--- config.mk ---
export PLATFORM = sky130hd
export DESIGN_NAME = atm_session_ctrl
export DESIGN_NICKNAME = d
export VERILOG_FILES = /design/src/rtl/atm_pkg.sv /design/src/rtl/atm_idle_timer.sv /design/src/rtl/atm_session_ctrl.sv
export SDC_FILE = /design/constraint.sdc
export NUM_CORES = 1
export LEC_CHECK = 0
export BUFFER_PORTS_ARGS = -buffer_cell sky130_fd_sc_hd__buf_4
export CAP_MARGIN = 10
export CORE_UTILIZATION = 50
export CTS_BUF_LIST = sky130_fd_sc_hd__clkbuf_16
export DETAILED_ROUTE_END_ITERATION = 12
export PLACE_DENSITY = 0.77
export SYNTH_ARGS = -nofsm -noshare
export SYNTH_HDL_FRONTEND = slang
export SYNTH_HIERARCHICAL = 1
export SYNTH_SLANG_ARGS = --single-unit
--- constraint.sdc ---
create_clock -name clk -period 2.5 [get_ports clk]
set_input_delay 0.125 -clock clk [delete_from_list [all_inputs] [get_ports clk]]
set_output_delay 0.125 -clock clk [all_outputs]
set_load 0.005 [all_outputs]
--- src/rtl/atm_pkg.sv ---
// atm_pkg: state encodings and menu option codes shared by the ATM session controller
package atm_pkg;
  typedef enum logic [2:0] {
    S_IDLE = 3'b000,
    S_PIN  = 3'b001,
    S_MENU = 3'b010,
    S_BAL  = 3'b011,
    S_WDR  = 3'b100,
    S_DEP  = 3'b101,
    S_EJ   = 3'b110,
    S_LOCK = 3'b111
  } state_t;
  localparam logic [1:0] OPT_EXIT = 2'b00;
  localparam logic [1:0] OPT_BAL  = 2'b01;
  localparam logic [1:0] OPT_WDR  = 2'b10;
  localparam logic [1:0] OPT_DEP  = 2'b11;
endpackage

--- src/rtl/atm_idle_timer.sv ---
// atm_idle_timer: inactivity counter that saturates at TIMEOUT and flags terminal count
module atm_idle_timer #(
  parameter int TIMEOUT = 255
) (
  input  logic clk,
  input  logic rst,
  input  logic clr,
  input  logic en,
  output logic tc
);
  localparam int TW = $clog2(TIMEOUT + 1);
  logic [TW-1:0] cnt;
  assign tc = cnt == TW'(TIMEOUT);
  always_ff @(posedge clk)
    if (rst || clr) cnt <= '0;
    else if (en && !tc) cnt <= cnt + 1'b1;
endmodule

--- src/rtl/atm_session_ctrl.sv ---
// atm_session_ctrl: card session FSM with PIN retry lockout, idle timeout and balance register
module atm_session_ctrl
  import atm_pkg::*;
#(
  parameter int BAL_W     = 16,
  parameter int MAX_TRIES = 3,
  parameter int TIMEOUT   = 255,
  parameter int INIT_BAL  = 1000
) (
  input  logic             clk,
  input  logic             rst,
  input  logic             card,
  input  logic             pin_ok,
  input  logic             pin_bad,
  input  logic [1:0]       opt,
  input  logic             sel,
  input  logic [BAL_W-1:0] amt,
  input  logic             amt_vld,
  output logic [2:0]       state,
  output logic [BAL_W-1:0] bal,
  output logic             show_bal,
  output logic             dispense,
  output logic             accept,
  output logic             err,
  output logic             eject,
  output logic             lock
);
  state_t st, st_nx;
  logic [2:0] tries;
  logic [2:0] tries_inc;
  logic [BAL_W:0] sum;
  logic tc, clr, en, bad, live, wdr_go, dep_go, wdr_ok, dep_ok;
  assign tries_inc = tries + 3'd1;
  assign bad = pin_bad;
  assign sum = {1'b0, bal} + {1'b0, amt};
  // live: card still present and the idle timer has not fired, so events may act
  assign live = card && !tc;
  assign wdr_go = st == S_WDR && live && amt_vld;
  assign dep_go = st == S_DEP && live && amt_vld;
  assign wdr_ok = amt != '0 && amt <= bal;
  assign dep_ok = amt != '0 && !sum[BAL_W];
  assign en = st inside {S_PIN, S_MENU, S_WDR, S_DEP};
  assign clr = st_nx != st || pin_ok || pin_bad || sel || amt_vld;
  atm_idle_timer #(.TIMEOUT(TIMEOUT)) u_timer (
    .clk(clk),
    .rst(rst),
    .clr(clr),
    .en (en),
    .tc (tc)
  );
  always_ff @(posedge clk)
    if (rst) st <= S_IDLE;
    else st <= st_nx;
  always_comb begin
    st_nx = st;
    case (st)
      S_IDLE: st_nx = card ? S_PIN : S_IDLE;
      S_PIN:  st_nx = !card ? S_IDLE : tc ? S_EJ :
                      bad ? (tries_inc == 3'(MAX_TRIES) ? S_LOCK : S_PIN) :
                      pin_ok ? S_MENU : S_PIN;
      S_MENU: st_nx = !card ? S_IDLE : tc ? S_EJ : !sel ? S_MENU :
                      opt == OPT_BAL ? S_BAL : opt == OPT_WDR ? S_WDR :
                      opt == OPT_DEP ? S_DEP : S_EJ;
      S_BAL:  st_nx = card ? S_MENU : S_IDLE;
      S_WDR,
      S_DEP:  st_nx = !card ? S_IDLE : tc ? S_EJ : amt_vld ? S_MENU : st;
      S_EJ:   st_nx = card ? S_EJ : S_IDLE;
      S_LOCK: st_nx = S_LOCK;
    endcase
  end
  always_comb begin
    state    = st;
    show_bal = st == S_BAL;
    eject    = st == S_EJ;
    lock     = st == S_LOCK;
  end
  always_ff @(posedge clk)
    if (rst) begin
      bal      <= BAL_W'(INIT_BAL);
      tries    <= '0;
      dispense <= 1'b0;
      accept   <= 1'b0;
      err      <= 1'b0;
    end else begin
      bal      <= wdr_go && wdr_ok ? bal - amt : dep_go && dep_ok ? sum[BAL_W-1:0] : bal;
      tries    <= st == S_IDLE && card ? '0 : st == S_PIN && live && bad ? tries_inc : tries;
      dispense <= wdr_go && wdr_ok;
      accept   <= dep_go && dep_ok;
      err      <= (wdr_go && !wdr_ok) || (dep_go && !dep_ok);
    end
endmodule

# Word-level counts from Yosys, hierarchy flattened

Cells that the tools add are included.
Widths: inputs -> output; s select.

Bits in registers: 33

$add $sub $neg: 4
Order comparisons: 1
Equal/unequal tests: 13
Muxes and demuxes: 20
Reduce and logical (&&, ||, !) cells: 31

Operator list:

| operator            | number |
|---|---|
| $mux 3              | 12 |
| $mux 16             | 2 |
| $pmux 3 s7          | 1 |
| $add 16x16->17      | 1 |
| $le 16x16->1        | 1 |
| $reduce_bool 16->1  | 1 |
| $sub 16x16->16      | 1 |
| $logic_and 1x1->1   | 15 |
| $eq 3x3->1 const B  | 4 |
| $eq 3x2->1 const B  | 3 |
| $add 8x1->8 const B | 1 |
| $eq 8x8->1 const B  | 1 |
| $mux 2              | 4 |
| $logic_or 1x1->1    | 6 |
| $eq 2x2->1 const B  | 2 |
| $logic_not 1->1     | 4 |
| $reduce_bool 4->1   | 1 |
| $reduce_or 2->1     | 2 |
| $add 3x1->3 const B | 1 |
| $eq 3x1->1 const B  | 1 |
| $logic_not 3->1     | 1 |
| $ne 3x3->1          | 1 |
| $eq 2x1->1 const B  | 1 |
| $reduce_bool 2->1   | 1 |
| $mux 1              | 1 |

# Depth between registers and ports, before layout

Word-level depth: 14
Mapped depth: 15

# By module

Netlist, hierarchy kept.

By module, submodules not included:

| module           | instances | cells each | area an instance (um^2) | sequential area each (um^2) |
|---|---|---|---|---|
| atm_session_ctrl | 1         | 375        | 2856.5                  | 500.5 |
| atm_idle_timer   | 1         | 49         | 425.4                   | 160.2 |

# Worst setup path after synthesis

Ideal clock, no wire load.

Path kind: register -> register
Start point: register u_timer.cnt[5]
End point: register u_timer.cnt[4]
Setup time: 74 ps
Data arrival time: 2676 ps
Data required time: 2426 ps
Setup slack: -250 ps
Stages on the path, launching flop included: 16
Period minus slack after synthesis: 2750 ps
Path through: dfxtp_1 -> and3_1 -> buf_2 -> inv_1 -> nor3_1 -> inv_1 -> o21ai_0 -> a21oi_1 -> a311oi_1 -> a21oi_1 -> o21ai_0 -> xnor2_1 -> nand4_1 -> nor2_1 -> o21ai_0 -> a31oi_1

Longest elaborated chain between the ends: 10

Ends and longest elaborated chain:

| element                                       | line                                                                   | RTL |
|---|---|---|
| from (decl)                                   | atm_idle_timer.sv:12                                                   | `logic [TW-1:0] cnt;` |
| from (signal assigned)                        | atm_idle_timer.sv:16                                                   | `else if (en && !tc) cnt <= cnt + 1'b1;` |
| $eq 8x8->1 (*)                                | atm_idle_timer.sv:13                                                   | `assign tc = cnt == TW'(TIMEOUT);` |
| named net tc                                  | atm_session_ctrl.sv:32                                                 | `logic tc, clr, en, bad, live, wdr_go, dep_go, wdr_ok, dep_ok;` |
| $mux 3, on equally long branches (2 in a row) | atm_session_ctrl.sv:66, atm_session_ctrl.sv:58, atm_session_ctrl.sv:61 |  |
| $pmux 3 s7 (*)                                | atm_session_ctrl.sv:56                                                 | `case (st)` |
| $ne 3x3->1 (*)                                | atm_session_ctrl.sv:43                                                 | `assign clr = st_nx != st \|\| pin_ok \|\| pin_bad \|\| sel \|\| amt_vld;` |
| $logic_or 1x1->1 (*) (4 in a row)             | atm_session_ctrl.sv:43                                                 |  |
| named net clr                                 | atm_session_ctrl.sv:32                                                 |  |
| $logic_or 1x1->1 (*)                          | atm_idle_timer.sv:15                                                   | `if (rst \|\| clr) cnt <= '0;` |

Mark *: on every way through the listed nets, which the timed path passes. The rest lies on a longest branch.
A chain may end at the register's enable or synchronous reset.

# Worst setup path after layout

Start point: register u_timer.cnt[0]
End point: register u_timer.cnt[0]

Same word-level chain as after synthesis.

==> flow_summary.ini <==
[clocking]
hold_buffers = 0
cts_tree = done
htree_levels = 2
cts_buffers = 5
clkLatencyLatePin_ps = 290
cts_sinks = 33
clkTransAtPathRegs_ps = 60
cts_root_buffer = clkbuf_16
cts_buffer_depth = 2

[grt]
grt_most_used_layer = met2
grt_start_max_net_pins = 25
grt_use_total_pct = 30.24
met1_usage_pct = 40.09
antenna_found_initial = 0
grt_pass1_wl_um = 17000
met2_usage_pct = 50.15
use_met3_pct = 4.374
grt_pass1_vias = 3541
gr-total-overflow = 0

[finish]
final_util_pct = 77.24
n_antenna_cell = 0
area_growth_pct = 49.45
drive_gt1_share_pct = 41.95
final_nets = 614

[timing]
hold_slack_ps = 219.1
rsz0062_at_grt = yes
setup_tns_ps = -3194
skew_ps = 13.17
finalWorstSetupSlack_ps = -207.1
fin_crit_ps = 2707
setup_viol = 25
worstMarginPinSlew_ps = 739.7
fmax_mhz = 369.4
drv_slew = 0
timing.final.crit_share_pct = 108.3
slew_headroom_pct = 49.41
final-hold-violation-count = 0

[routing]
vias = 4064
drt-pass1-iter-count = 6
avgRoutedWirePerCell_um = 20.16
drt-initial-drc-count = 519
postRouteAntennaNets = 0
viasPerCell = 6.451
wl_um = 12700
drc = 0

[synthesis]
synth_area_mm2 = 0.003282
yosysTopAreaCellShare_pct = 20.13
synth_flop_cell = dfxtp_1
ys_seq_area_share_pct = 20.13
yosys.area.top_type = dfxtp_1
synthTopCellsByArea = dfxtp_1 (20%), ha_1 (13%), a21oi_1 (6.9%)
synth_seq_cells = 33
synth-async-reset-ratio_pct = 0
ys_types = 69
syn_nets = 486
synthCells = 424
yosysWarnings = 6
synth_edf_count = 0
avgSynthCellArea_um2 = 7.740

[critical_path]
crit_top_cell = a21oi_1
required_ps = 2710
arrival_ps = 2920
cp_slowest_cell = or3_4
crit_path_end_kind = flop
critical_path_class = flop to flop
start_kind = flop
crit_fanout = 6
critPathMaxStageDelay_ps = 360
crit_chain = ha_4, nand2_4, nor3_4, inv_2, o21ai_4, a21oi_1, a311oi_1, a21oi_1, o21ai_2, xnor2_1, nand4_1, buf_6, or3_4, mux2i_1

[power]
total_power_uw = 1521
power.density_mw_per_mm2 = 310.1
p_leak_uw = 0.002171
ir_drop_mv = 0.2561

[placed_design]
gp_congestion = 0.9727
dp_slack_ps = -342.2
port_buffers = 49
dpl.hpwl_um = 7400

[status]
violations = setup timing
status = complete, but fails checks

[floorplan]
die_w_um = 83.02
initial_core_util_pct = 51.68
die_y_um = 83.02
coreArea_mm2 = 0.006350
fp.dieArea_mm2 = 0.006891
boundaryPins = 50
rows = 29

[flow_run]
max_cap_violations = 0

[min_path]
hold_path_class = input pin to flop
[through the flow]
stage	area (um2)	instances
after floorplan	3296	424
after CTS	4462	612
after global placement	4136	597
final	4905	630
after global routing	4905	630
after detailed placement	4136	597
[worst max-delay path, delay by kind of cell (launching register included)]
family                   cells  cell delay [ps]
buffers and inverters        2              260
AND/OR/NAND/NOR              4              810
flip-flops                   1              350
multiplexers                 1              120
XOR/XNOR                     1              160
adder cells (fa/ha/maj)      1              180
AO/OA/AOI/OAI                5              740
[layout by cell type, fill, tap and decap left out, types with 5 or more instances in the layout]
master	n
nand2b_1	8
a2111oi_0	5
a21oi_2	11
ha_1	31
buf_6	8
buf_4	124
nor4_1	7
o21ai_0	18
nor2_4	5
clkbuf_16	5
or3_1	5
inv_2	5
inv_1	38
dfxtp_1	26
mux2i_1	8
nor2_1	31
dfxtp_2	5
nand2_1	23
nand4_1	6
a21oi_1	35
o211ai_1	5
xnor2_1	12
[flip-flops by register name, summed over array words and instances, names as in the netlist]
register	count
tries	3
accept	1
bal	16
u_timer/cnt	8
err	1
state	3
dispense	1
[kinds of logic after synthesis]
logic type | synth area share [%]
AO/OA/AOI/OAI | 29.39
XOR/XNOR | 4.804
adder cells (fa/ha/maj) | 14.56
AND/OR/NAND/NOR | 20.05
multiplexers | 3.050
flip-flops | 20.13
buffers and inverters | 8.006
[per-layer routing]
metal  wire length, um  part of all wire [%]
met1              4920                    39
met2              5925                    47
met3              1226                   9.7
met5                 0                     0
met4               626                   4.9
[cell usage after synthesis, types with 3 or more instances]
library cell	n
a21o_1	4
o21a_1	3
a211oi_1	4
dfxtp_1	33
o211ai_1	5
and2_1	4
clkbuf_1	5
buf_6	4
a31oi_1	5
or3_1	6
nor2_2	3
buf_4	3
a21oi_1	45
inv_1	42
nand2b_1	9
o21ai_1	3
nor2b_1	5
nand4_1	6
nor2_1	36
a2111oi_0	5
buf_2	3
and3_1	3
xnor2_1	14
o21ai_0	23
o31ai_1	3
xor2_1	4
nor3_1	10
nor4_1	7
nand2_1	24
a211oi_2	4
nand3_1	5
o21bai_1	5
ha_1	35
mux2i_1	10
[final cells by class]
class,instances,area (um2)
clock buffer,5,125.1
clock inverter,3,17.52
fill,389,1445
inverter,43,161.4
multi-input combinational,335,2769
sequential,33,674.4
tap,77,96.34
timing repair buffer,134,1061
[final timing paths]
check | end | startpoint | cells after the start | slack (ps)
hold reg to reg | tries[1] | tries[1] | 2 | 540
setup / recovery | u_timer/cnt[0] | u_timer/cnt[0] | 14 | -210
setup reg to reg | u_timer/cnt[0] | u_timer/cnt[0] | 14 | -210
hold / removal | err | amt_vld | 3 | 220
[power breakdown]
part,internal [uW],switching (uW)
sequential,526,4.73
combinational,154,203
clock,366,269
total,1050,476
[what timing repair did]
item	in CTS	in global routing
cloned	1	1
gates resized for setup	38	63
setup endpoints to repair	25	25
setup buffers	6	17
pin swaps	18	44
Note: power is estimated with default switching activity, not from simulation.
